===== config.mk =====
export PLATFORM = sky130hd
export DESIGN_NAME = pila_trig
export DESIGN_NICKNAME = d
export VERILOG_FILES = /design/src/rtl/pila_trig.sv
export SDC_FILE = /design/constraint.sdc
export NUM_CORES = 1
export LEC_CHECK = 0
export BUFFER_PORTS_ARGS = -buffer_cell sky130_fd_sc_hd__buf_2
export CORE_MARGIN = 5
export CORE_UTILIZATION = 40
export CTS_CLUSTER_SIZE = 30
export DETAILED_ROUTE_END_ITERATION = 8
export PLACE_DENSITY = 0.79
export RECOVER_POWER = 50
export SLEW_MARGIN = 25
export SYNTH_ARGS = -nofsm -noshare
export SYNTH_HDL_FRONTEND = slang
export SYNTH_SLANG_ARGS = --single-unit

===== constraint.sdc =====
create_clock -name cap_clk -period 1.9 [get_ports cap_clk]
set_input_delay 0.19 -clock cap_clk [delete_from_list [all_inputs] [get_ports cap_clk]]
set_output_delay 0.19 -clock cap_clk [all_outputs]
set_load 0.05 [all_outputs]

===== src/rtl/pila_trig.sv =====
// pila_trig: trigger and capture sequencer for the pila capture buffer (cap_clk domain).
// Latency: capture_o/data_o are registered; a strobe appears one cycle after the cycle whose
//          probe data it carries. Backpressure: none, the buffer accepts every strobe.
//
// Ports:
//   cap_clk, rst        clock and synchronous active-high reset
//   arm_i, abort_i      host control; abort_i wins when both are high
//   trig_mask_i/value_i masked compare against the probe bus
//   trig_edge_i         0 = fire on match level, 1 = fire on rising edge of match
//   decim_i, depth_i    capture spacing (decim_i+1 cycles) and sample count (0 = maximum),
//                       both latched when the sequencer arms
//   data_i              probe bus
//   buf_clear_o         one-cycle clear pulse to the buffer at arm
//   capture_o, data_o   write strobe and aligned sample to the buffer
//   state_o             IDLE=0, ARMED=1, CAPTURE=2, DONE=3
//   triggered_o, done_o status flags

module pila_trig #(
    parameter int WIDTH      = 16,
    parameter int ADDR_WIDTH = 8,
    parameter int DIV_WIDTH  = 8
) (
    input  logic                  cap_clk,
    input  logic                  rst,
    input  logic                  arm_i,
    input  logic                  abort_i,
    input  logic [WIDTH-1:0]      trig_mask_i,
    input  logic [WIDTH-1:0]      trig_value_i,
    input  logic                  trig_edge_i,
    input  logic [DIV_WIDTH-1:0]  decim_i,
    input  logic [ADDR_WIDTH-1:0] depth_i,
    input  logic [WIDTH-1:0]      data_i,
    output logic                  buf_clear_o,
    output logic                  capture_o,
    output logic [WIDTH-1:0]      data_o,
    output logic [1:0]            state_o,
    output logic                  triggered_o,
    output logic                  done_o
);

    typedef enum logic [1:0] {
        ST_IDLE    = 2'd0,
        ST_ARMED   = 2'd1,
        ST_CAPTURE = 2'd2,
        ST_DONE    = 2'd3
    } state_t;

    state_t                state;
    logic [ADDR_WIDTH-1:0] cnt;
    logic [ADDR_WIDTH-1:0] cnt_inc;
    logic [ADDR_WIDTH-1:0] target;
    logic [DIV_WIDTH-1:0]  div;
    logic [DIV_WIDTH-1:0]  decim;
    logic                  match;
    logic                  match_prev;
    logic                  fire;

    assign match   = ((data_i ^ trig_value_i) & trig_mask_i) == '0;
    // match_prev is forced high at arm, so edge mode needs a non-match seen after arming.
    assign fire    = trig_edge_i ? (match & ~match_prev) : match;
    assign cnt_inc = cnt + ADDR_WIDTH'(1);
    assign state_o = state;

    always_ff @(posedge cap_clk) begin
        if (rst) begin
            state       <= ST_IDLE;
            buf_clear_o <= 1'b0;
            capture_o   <= 1'b0;
            data_o      <= '0;
            triggered_o <= 1'b0;
            done_o      <= 1'b0;
            cnt         <= '0;
            target      <= '0;
            div         <= '0;
            decim       <= '0;
            match_prev  <= 1'b1;
        end else begin
            // Probe data is pipelined unconditionally so it lines up with capture_o.
            data_o      <= data_i;
            match_prev  <= match;
            buf_clear_o <= 1'b0;

            if (abort_i && (state != ST_IDLE)) begin
                // Abort keeps buffer contents and the triggered flag; no clear pulse.
                state     <= ST_IDLE;
                capture_o <= 1'b0;
                done_o    <= 1'b0;
            end else begin
                case (state)
                    ST_IDLE, ST_DONE: begin
                        capture_o <= 1'b0;
                        if (arm_i && !abort_i) begin
                            state       <= ST_ARMED;
                            buf_clear_o <= 1'b1;
                            cnt         <= '0;
                            triggered_o <= 1'b0;
                            done_o      <= 1'b0;
                            // depth 0 selects the largest run that cannot fill the buffer.
                            target      <= (depth_i == '0) ? '1 : depth_i;
                            decim       <= decim_i;
                            match_prev  <= 1'b1;
                        end
                    end

                    ST_ARMED: begin
                        if (fire) begin
                            // The triggering sample itself is the first capture.
                            capture_o   <= 1'b1;
                            triggered_o <= 1'b1;
                            cnt         <= ADDR_WIDTH'(1);
                            div         <= decim;
                            if (target == ADDR_WIDTH'(1)) begin
                                state  <= ST_DONE;
                                done_o <= 1'b1;
                            end else begin
                                state <= ST_CAPTURE;
                            end
                        end else begin
                            capture_o <= 1'b0;
                        end
                    end

                    ST_CAPTURE: begin
                        if (div == '0) begin
                            capture_o <= 1'b1;
                            cnt       <= cnt_inc;
                            div       <= decim;
                            // Leave on the same edge that issues the final strobe.
                            if (cnt_inc == target) begin
                                state  <= ST_DONE;
                                done_o <= 1'b1;
                            end
                        end else begin
                            capture_o <= 1'b0;
                            div       <= div - DIV_WIDTH'(1);
                        end
                    end

                    default: begin
                        state     <= ST_IDLE;
                        capture_o <= 1'b0;
                    end
                endcase
            end
        end
    end

endmodule


==> flow_summary.toml, run 1 <==
[routing]
drt_wl_total_mm = 7.57
postRouteAntennaNets = 0
dr.pass1.iters = 4
dr_total_vias = 2747
drtIter0Drc = 137
routed_via_density = 5.13
drt-wirelength-per-cell_um = 14.2
drc = 0

[timing]
hold_ws_ns = 0.106
fin_crit_ns = 1.83
drv_slew = 0
relSlewSlack = 0.580
grt_setup_unrepaired = "yes"
final_hold_viol_count = 0
setup_viol = 0
max_freq_mhz = 548
worstMarginPinSlew_ns = 0.633
post-route-period-util = 0.961
skew_ns = 0.0105

[global_route]
grt_pass1_wl_mm = 12.2
grtUsageTotal = 0.170
grt_pass1_vias = 2732
grt-ovfl-total = 0
grt_max_degree = 22
antenna_found_initial = 0

[run]
maxCapViolCount = 0

[logic_synthesis]
async_reset_ff_frac = 0
synth_nets = 397
synth_cell_types = 55
syn_area_um2 = 2860
ys_ff_latch = 55
synth_area_per_cell_um2 = 8.88
synth_edf_count = 0
synthFlopType = "dfxtp_1"
yosys_warnings = 0
ys_seq_area_frac = 0.385
netlist_instances = 322

[power_and_ir_drop]
ir_drop_mv = 0.510
pwr_density_cell_nw_per_um2 = 1090
power_mw = 4.12
p_leak_nw = 1.56

[cts]
clockBufferDepth = 2
cts_hold_buffers = 0
clock-sinks = 55
ctsHtreeMaxLevel = 2
cts_tree = "done"
worstSkewPairLatency_ns = 0.31
cts_root_buf = "clkbuf_8"
cts_buffers = 5
clk_pin_slew_ns = 0.10

[layout]
area_growth_pct = 31.9
nNetsFinal = 513
diodes = 0
drive_above_1_share = 0.339
fillers = 631
final_cell_area_um2 = 3770

[die]
row_count = 30
start_util = 0.416
io_pins = 91
dieWidth_um = 94.5
die_h_um = 94.5
die_area_um2 = 8940
coreArea_um2 = 6870

[outcome]
outcome = "finished clean"

[place]
place_hpwl_mm = 5.91
portBuffers = 90
placed_area_um2 = 3610
place.gp.congestion = 0.869

[min_path]
hold_path.class = "in -> reg"

[critical_path]
worstPathArrival_ns = 2.03
cp-start-kind = "flop"
critPathKind = "reg -> reg"
crit_path_max_fanout = 9
critPathRequiredTime_ns = 2.11
critPathCaptureType = "flop"
==> final cells by class <==
class / instances / area [um2] / area share
Clock buffer: 7 / 76.3 / 0.0202
Inverter: 9 / 33.8 / 0.00896
Multi-Input combinational cell: 244 / 1730 / 0.459
Clock inverter: 1 / 30.0 / 0.00796
Tap cell: 96 / 120 / 0.0319
Sequential cell: 55 / 1110 / 0.295
Timing Repair Buffer: 123 / 669 / 0.178
==> final timing paths <==
path / cells after the start / slack [ns] / to / startpoint
min: 2 / 0.11 / data_o[15]$_SDFF_PP0_ / data_i[15]
max: 7 / 0.07 / cnt[6]$_SDFFE_PP0P_ / div[2]$_SDFFE_PP0P_
max reg2reg: 7 / 0.07 / cnt[6]$_SDFFE_PP0P_ / div[2]$_SDFFE_PP0P_
min reg2reg: 2 / 0.46 / decim[2]$_SDFFE_PP0P_ / decim[2]$_SDFFE_PP0P_
==> cell families (layout without fill, tap and decap cells) <==
kind of cell / Yosys count / in the layout / share of synthesized area
DFF: 55 / 55 / 0.385
AOI/OAI and AO/OA: 84 / 84 / 0.222
xor gates and xnor gates: 27 / 27 / 0.0827
buffers and inverters: 23 / 140 / 0.0350
muxes: 2 / 2 / 0.00700
adders and majority gates: 6 / 6 / 0.0263
and+or+nand+nor: 125 / 125 / 0.242
==> state kept, by name (all words and copies together), names as in the netlist <==
signal / cells
decim: 8
data_o: 16
state_o: 2
div: 8
done_o: 1
match_prev: 1
triggered_o: 1
buf_clear_o: 1
cnt: 8
target: 8
capture_o: 1
==> power breakdown <==
group / total [mW] / switching [mW] / leakage, nW / internal, mW
clock: 0.774 / 0.379 / 0.0524 / 0.395
combinational: 1.95 / 1.17 / 1.05 / 0.780
sequential: 1.40 / 0.104 / 0.454 / 1.29
==> timing repair <==
action | 4_1_cts | 5_1_grt
pin swaps | 0 | 2
setup endpoints to repair | 8 | 19
setup buffers | 0 | 2
resized for setup | 2 | 16
==> critical path, stage by stage, from the launching register on <==
cell and delay [ns]:
dfxtp_1 0.34, nor4_4 0.36, buf_4 0.18, a31oi_4 0.08
nor2_1 0.11, and3_2 0.32, nand2_1 0.07, a32o_1 0.26
==> placed cells by master, fill, tap and decap left out, types with 5 or more instances in the layout <==
cell | netlist | layout
a21oi_1 | 27 | 25
a22oi_1 | 8 | 8
a32o_1 | 6 | 6
and3_1 | 6 | 5
buf_2 | 2 | 70
buf_4 | 1 | 30
clkbuf_1 | 8 | 24
clkbuf_8 | 0 | 5
dfxtp_1 | 55 | 50
inv_1 | 9 | 9
nand2_1 | 41 | 40
nand3_1 | 7 | 6
nor2_1 | 14 | 14
nor2b_1 | 18 | 18
nor3_1 | 9 | 7
o21ai_0 | 11 | 10
o221a_2 | 7 | 7
xnor2_1 | 8 | 8
xor2_1 | 19 | 19
==> metrics by stage <==
stage,utilization,worst slack [ns],std cells,setup TNS (ns)
after global placement,0.526,-0.0645,525,-0.376
final,0.549,0.0739,535,0
after CTS,0.542,-0.0450,533,-0.0450
after floorplan,-,0.0256,322,0
after global routing,0.549,-0.0139,535,-0.0494
after detailed placement,0.526,-0.0883,525,-0.714
==> cell usage after synthesis, drive strengths merged, types with 5 or more instances <==
| master | number | area, um2 |
|---|---|---|
| dfxtp | 55 | 1100 |
| nand2 | 41 | 154 |
| a21oi | 27 | 135 |
| o21ai | 19 | 114 |
| xor2 | 19 | 166 |
| nor2b | 18 | 113 |
| nor2 | 14 | 52.6 |
| nor3 | 11 | 65.1 |
| inv | 9 | 33.8 |
| a22oi | 8 | 60.1 |
| and3 | 8 | 56.3 |
| clkbuf | 8 | 30.0 |
| nand3 | 8 | 45.0 |
| xnor2 | 8 | 70.1 |
| o221a | 7 | 78.8 |
| a32o | 6 | 60.1 |
| buf | 6 | 36.3 |
| ha | 6 | 75.1 |
| nor3b | 5 | 42.5 |
| nor4 | 5 | 61.3 |
==> metal layers <==
metal  vias to the layer above  wire length [um]  track usage  part of all wire
met2                        66              3990        0.310              0.53
li1                       1385                 -            -                 -
met5                         -                 0            0                 0
met4                         0               155       0.0661             0.020
met1                      1284              3150        0.197              0.42
met3                        12               286       0.0263             0.038
(Power assumes the default switching activity.)
==> inputs of run 2 (changes only) <==
--- a/config.mk
+++ b/config.mk
@@ -10,7 +10,7 @@
 export CORE_UTILIZATION = 40
 export CTS_CLUSTER_SIZE = 30
 export DETAILED_ROUTE_END_ITERATION = 8
-export PLACE_DENSITY = 0.79
+export PLACE_DENSITY = 0.76
 export RECOVER_POWER = 50
 export SLEW_MARGIN = 25
 export SYNTH_ARGS = -nofsm -noshare
==> constraint.sdc (replaced) <==
create_clock -name cap_clk -period 2 [get_ports cap_clk]
set_input_delay 0.2 -clock cap_clk [delete_from_list [all_inputs] [get_ports cap_clk]]
set_output_delay 0.2 -clock cap_clk [all_outputs]
set_load 0.05 [all_outputs]
==> flow_summary.toml, run 2 (synthesis gave the netlist of run 1 again) <==
[outcome]
outcome = "finished clean"

[global_route]
grt_max_degree = 22
grt_pass1_vias = 2908
grt-ovfl-total = 0
grt_pass1_wl_mm = 12.6
antenna_found_initial = 0
grtUsageTotal = 0.175

[timing]
drv_slew = 0
post-route-period-util = 0.970
skew_ns = 0.00828
setup_viol = 0
max_freq_mhz = 515
relSlewSlack = 0.587
grt_setup_unrepaired = "yes"
fin_crit_ns = 1.94
worstMarginPinSlew_ns = 0.619
final_hold_viol_count = 0

[power_and_ir_drop]
p_int_mw = 2.12
clkPwrFrac = 0.170
pwr_density_cell_nw_per_um2 = 1010
pwr-share-seq = 0.358
p_switching_mw = 1.54
ir_drop_mv = 0.582
p_leak_nw = 1.49
p_sw_frac = 0.420
comb_power_share = 0.472
power_mw = 3.66

[cts]
cts_hold_buffers = 0
clock-sinks = 55
cts_tree = "done"
cts_buffers = 5
clockBufferDepth = 2
clk_pin_slew_ns = 0.10
cts_setup_buffers = 0
ctsHtreeMaxLevel = 2
worstSkewPairLatency_ns = 0.31
cts_root_buf = "clkbuf_8"

[routing]
drt_wl_total_mm = 7.51
drc = 0
routed_via_density = 5.38
dr_total_vias = 2815
drtIter0Drc = 271
drt-wirelength-per-cell_um = 14.4
dr.pass1.iters = 4
postRouteAntennaNets = 0

[place]
place.gp.congestion = 0.820
portBuffers = 90
dp_cells = 515
place_hpwl_mm = 5.89
placed_area_um2 = 3530

[layout]
diodes = 0
nNetsFinal = 501
top_register = "data_o"
final_common_cell = "buf_2"
final_cell_area_um2 = 3620
largest_reg_flops = 16
drive_above_1_share = 0.316
layout_common_cells = "buf_2, dfxtp_1, nand2_1"
area_growth_pct = 26.6
final_cells = 523

[die]
io_pins = 91
row_count = 30
die_area_um2 = 8940
start_util = 0.416
coreArea_um2 = 6870
dieWidth_um = 94.5
die_h_um = 94.5

[critical_path]
cp-start-kind = "flop"
worstPathArrival_ns = 2.14
critPathRequiredTime_ns = 2.20
critPathCaptureType = "flop"
crit_path_max_fanout = 4
critPathKind = "reg -> reg"

[min_path]
hold_path.class = "in -> reg"

[run]
maxCapViolCount = 0
==> run 2: cell types whose count changed in the layout (fill, tap and decap cells not counted), moves of 2 or more <==
| cell | before | now |
|---|---|---|
| clkinvlp_4 | 0 | 2 |
| buf_4 | 30 | 21 |
| clkbuf_1 | 24 | 19 |
| dfxtp_4 | 2 | 0 |
==> run 2: per-layer routing <==
layer	global-route usage	routed length [um]	vias up
met5	0	0	-
met4	0.0853	235	0
met3	0.0510	713	22
met2	0.304	3580	130
met1	0.194	2980	1299
li1	-	-	1364
==> run 2: cell type report <==
| class | count | area (um2) |
|---|---|---|
| multi-input combinational | 244 | 1690 |
| sequential | 55 | 1110 |
| tap | 96 | 120 |
| fill | 617 | 3250 |
| inverter | 9 | 33.8 |
| clock inverter | 3 | 20.0 |
| timing repair buffer | 111 | 584 |
| clock buffer | 5 | 68.8 |
==> run 2: final timing paths <==
check / cells after the start / from / slack, ns / endpoint
max: 6 / div[2]$_SDFFE_PP0P_ / 0.06 / state_o[1]$_SDFFE_PP0P_
min: 2 / data_i[1] / 0.11 / data_o[1]$_SDFF_PP0_
max reg2reg: 6 / div[2]$_SDFFE_PP0P_ / 0.06 / state_o[1]$_SDFFE_PP0P_
min reg2reg: 2 / decim[5]$_SDFFE_PP0P_ / 0.46 / decim[5]$_SDFFE_PP0P_
==> run 2: power groups by stage <==
stage	clock, mW	combinational (mW)	sequential, mW
after floorplan	0	1.08	1.49
after CTS	0.646	1.70	1.31
final	0.621	1.73	1.31
after global routing	0.685	1.88	1.33
after global placement	0	1.66	1.33
after detailed placement	0	1.68	1.33
==> run 2: critical path: stages, from the launching register on <==
cell and delay [ns]:
dfxtp_1 0.35, nor4_4 0.46, nand3_2 0.18, nor3_2 0.27
a31oi_4 0.15, a2111oi_4 0.35, o21ai_2 0.07
==> run 2: timing repair <==
action | in CTS | in global routing
endpoints found under the setup margin | 0 | 15
endpoints found under the hold margin | 0 | 0
gates resized for setup | 0 | 8
==> run 2: stage by stage <==
stage               TNS, ns  utilization  setup WS [ns]  hold slack, ns
global route         -0.145        0.527        -0.0494           0.110
floorplan                 0            -         0.0310           0.328
CTS                       0        0.527         0.0186           0.108
finish                    0        0.527         0.0593           0.115
detailed placement  -0.0193        0.514        -0.0138           0.443
global placement          0        0.514         0.0188           0.436
==> inputs of run 3 (changes only) <==
--- a/config.mk
+++ b/config.mk
@@ -7,10 +7,10 @@
 export LEC_CHECK = 0
 export BUFFER_PORTS_ARGS = -buffer_cell sky130_fd_sc_hd__buf_2
 export CORE_MARGIN = 5
-export CORE_UTILIZATION = 40
+export CORE_UTILIZATION = 45
 export CTS_CLUSTER_SIZE = 30
 export DETAILED_ROUTE_END_ITERATION = 8
-export PLACE_DENSITY = 0.76
+export PLACE_DENSITY = 0.75
 export RECOVER_POWER = 50
 export SLEW_MARGIN = 25
 export SYNTH_ARGS = -nofsm -noshare
==> flow_summary.toml, run 3 (synthesis gave the netlist of run 1 again) <==
[min_path]
hp-start = "decim_i[7]"
hold_path.class = "in -> reg"
whs_path_depth = 3
hold_end = "decim[7]$_SDFFE_PP0P_"

[outcome]
outcome = "finished clean"

[critical_path]
critPathKind = "reg -> reg"
cp-start-kind = "flop"
critPathLaunch = "div[3]$_SDFFE_PP0P_"
r2r_cells = 6
worstPathArrival_ns = 2.16
timing.rr.end = "state_o[1]$_SDFFE_PP0P_"
crit_path_max_fanout = 4
critPathCaptureType = "flop"
timing.rr.start = "div[3]$_SDFFE_PP0P_"
critPathRequiredTime_ns = 2.21
r2r_slack_ns = 0.05

[die]
io_pins = 91
die_area_um2 = 8050
start_util = 0.455
row_count = 29
dieWidth_um = 89.7
die_h_um = 89.7
coreArea_um2 = 6280

[power_and_ir_drop]
pwr-share-seq = 0.354
comb_power_share = 0.477
clkPwrFrac = 0.169
p_int_mw = 2.16
p_leak_nw = 1.49
ir_drop_mv = 0.566
p_sw_frac = 0.421
pwr_density_cell_nw_per_um2 = 1030
p_switching_mw = 1.57

[layout]
layout_common_cells = "buf_2, dfxtp_1, nand2_1"
area_growth_pct = 27.1
largest_reg_flops = 16
diodes = 0
final_cells = 504
nNetsFinal = 501
top_register = "data_o"
fin_util = 0.579
final_common_cell = "buf_2"
final_cell_area_um2 = 3630
drive_above_1_share = 0.316

[place]
place_ws_ns = -0.0413
place_hpwl_mm = 5.88
place.gp.congestion = 0.872
dp_cells = 495
portBuffers = 90
placed_area_um2 = 3510

[timing]
worst_slack_ns = 0.0470
fin_crit_ns = 1.95
skew_ns = 0.0103
hold_ws_ns = 0.113
grt_setup_unrepaired = "yes"
post-route-period-util = 0.976
setup_viol = 0
final_hold_viol_count = 0
drv_slew = 0
relSlewSlack = 0.328
max_freq_mhz = 512
worstMarginPinSlew_ns = 1.01

[routing]
postRouteAntennaNets = 0
dr.pass1.iters = 4
dr_total_vias = 2750
drt-wirelength-per-cell_um = 14.8
drtIter0Drc = 231
drc = 0
drt_wl_total_mm = 7.44
routed_via_density = 5.46

[cts]
clk_pin_slew_ns = 0.11
cts_tree = "done"
cts_root_buf = "clkbuf_8"
worstSkewPairLatency_ns = 0.31
clockBufferDepth = 2
cts_buffers = 5
ctsHtreeMaxLevel = 2
clock-sinks = 55

[global_route]
grt_max_degree = 25
antenna_found_initial = 0
grt_pass1_wl_mm = 12.4
grt_pass1_vias = 2841
grt-ovfl-total = 0
grtUsageTotal = 0.179

[run]
maxCapViolCount = 0
run 3: layout make-up:
type                    instances  area, um2
flip-flops and latches         55       1110
well taps                      77       96.3
clock inverters                 3       22.5
fillers                       579       2640
inverters                       9       33.8
repair buffers                111        593
multi-input cells             244       1710
clock buffers                   5       68.8
run 3: worst max path at each step:
stage,end,slack (ns),cells past startpoint
finish,state_o[1]$_SDFFE_PP0P_,0.05,6
global placement,cnt[6]$_SDFFE_PP0P_,0.04,8
global route,state_o[1]$_SDFFE_PP0P_,-0.04,6
detailed placement,state_o[1]$_SDFFE_PP0P_,-0.04,8
floorplan,target[0]$_SDFFE_PP0P_,0.03,6
CTS,state_o[1]$_SDFFE_PP0P_,0.000002,6
run 3: critical path: stages (launching register included):
cell and delay, ns:
dfxtp_1 0.38, nor4_4 0.43, nand3_2 0.19, nor3_4 0.26, a31oi_4 0.15, a2111oi_4 0.35, o21ai_2 0.08
run 3: stage by stage:
step                TNS, ns  total power, mW
floorplan                 0             2.58
global placement          0             3.00
detailed placement  -0.0853             3.03
CTS                       0             3.69
global route        -0.0583             3.96
finish                    0             3.73
run 3: repair_timing:
action,4_1_cts,5_1_grt
setup buffers,0,1
endpoints found under the hold margin,0,0
gates cloned,0,0
pin swaps,1,3
endpoints found under the setup margin,7,8
resized for setup,5,9
hold buffers,0,0
run 3: routing by layer:
layer	global-route usage	share of wire
met5	0	0
met4	0.0630	0.021
met3	0.0526	0.083
met2	0.313	0.49
met1	0.207	0.40
run 3: power by group through the flow:
stage                     clock, mW  combinational (mW)  sequential [mW]
after floorplan                   0                1.08             1.49
after global placement            0                1.66             1.33
after detailed placement          0                1.70             1.34
after CTS                     0.646                1.73             1.31
after global routing          0.690                1.94             1.33
final                         0.630                1.78             1.32
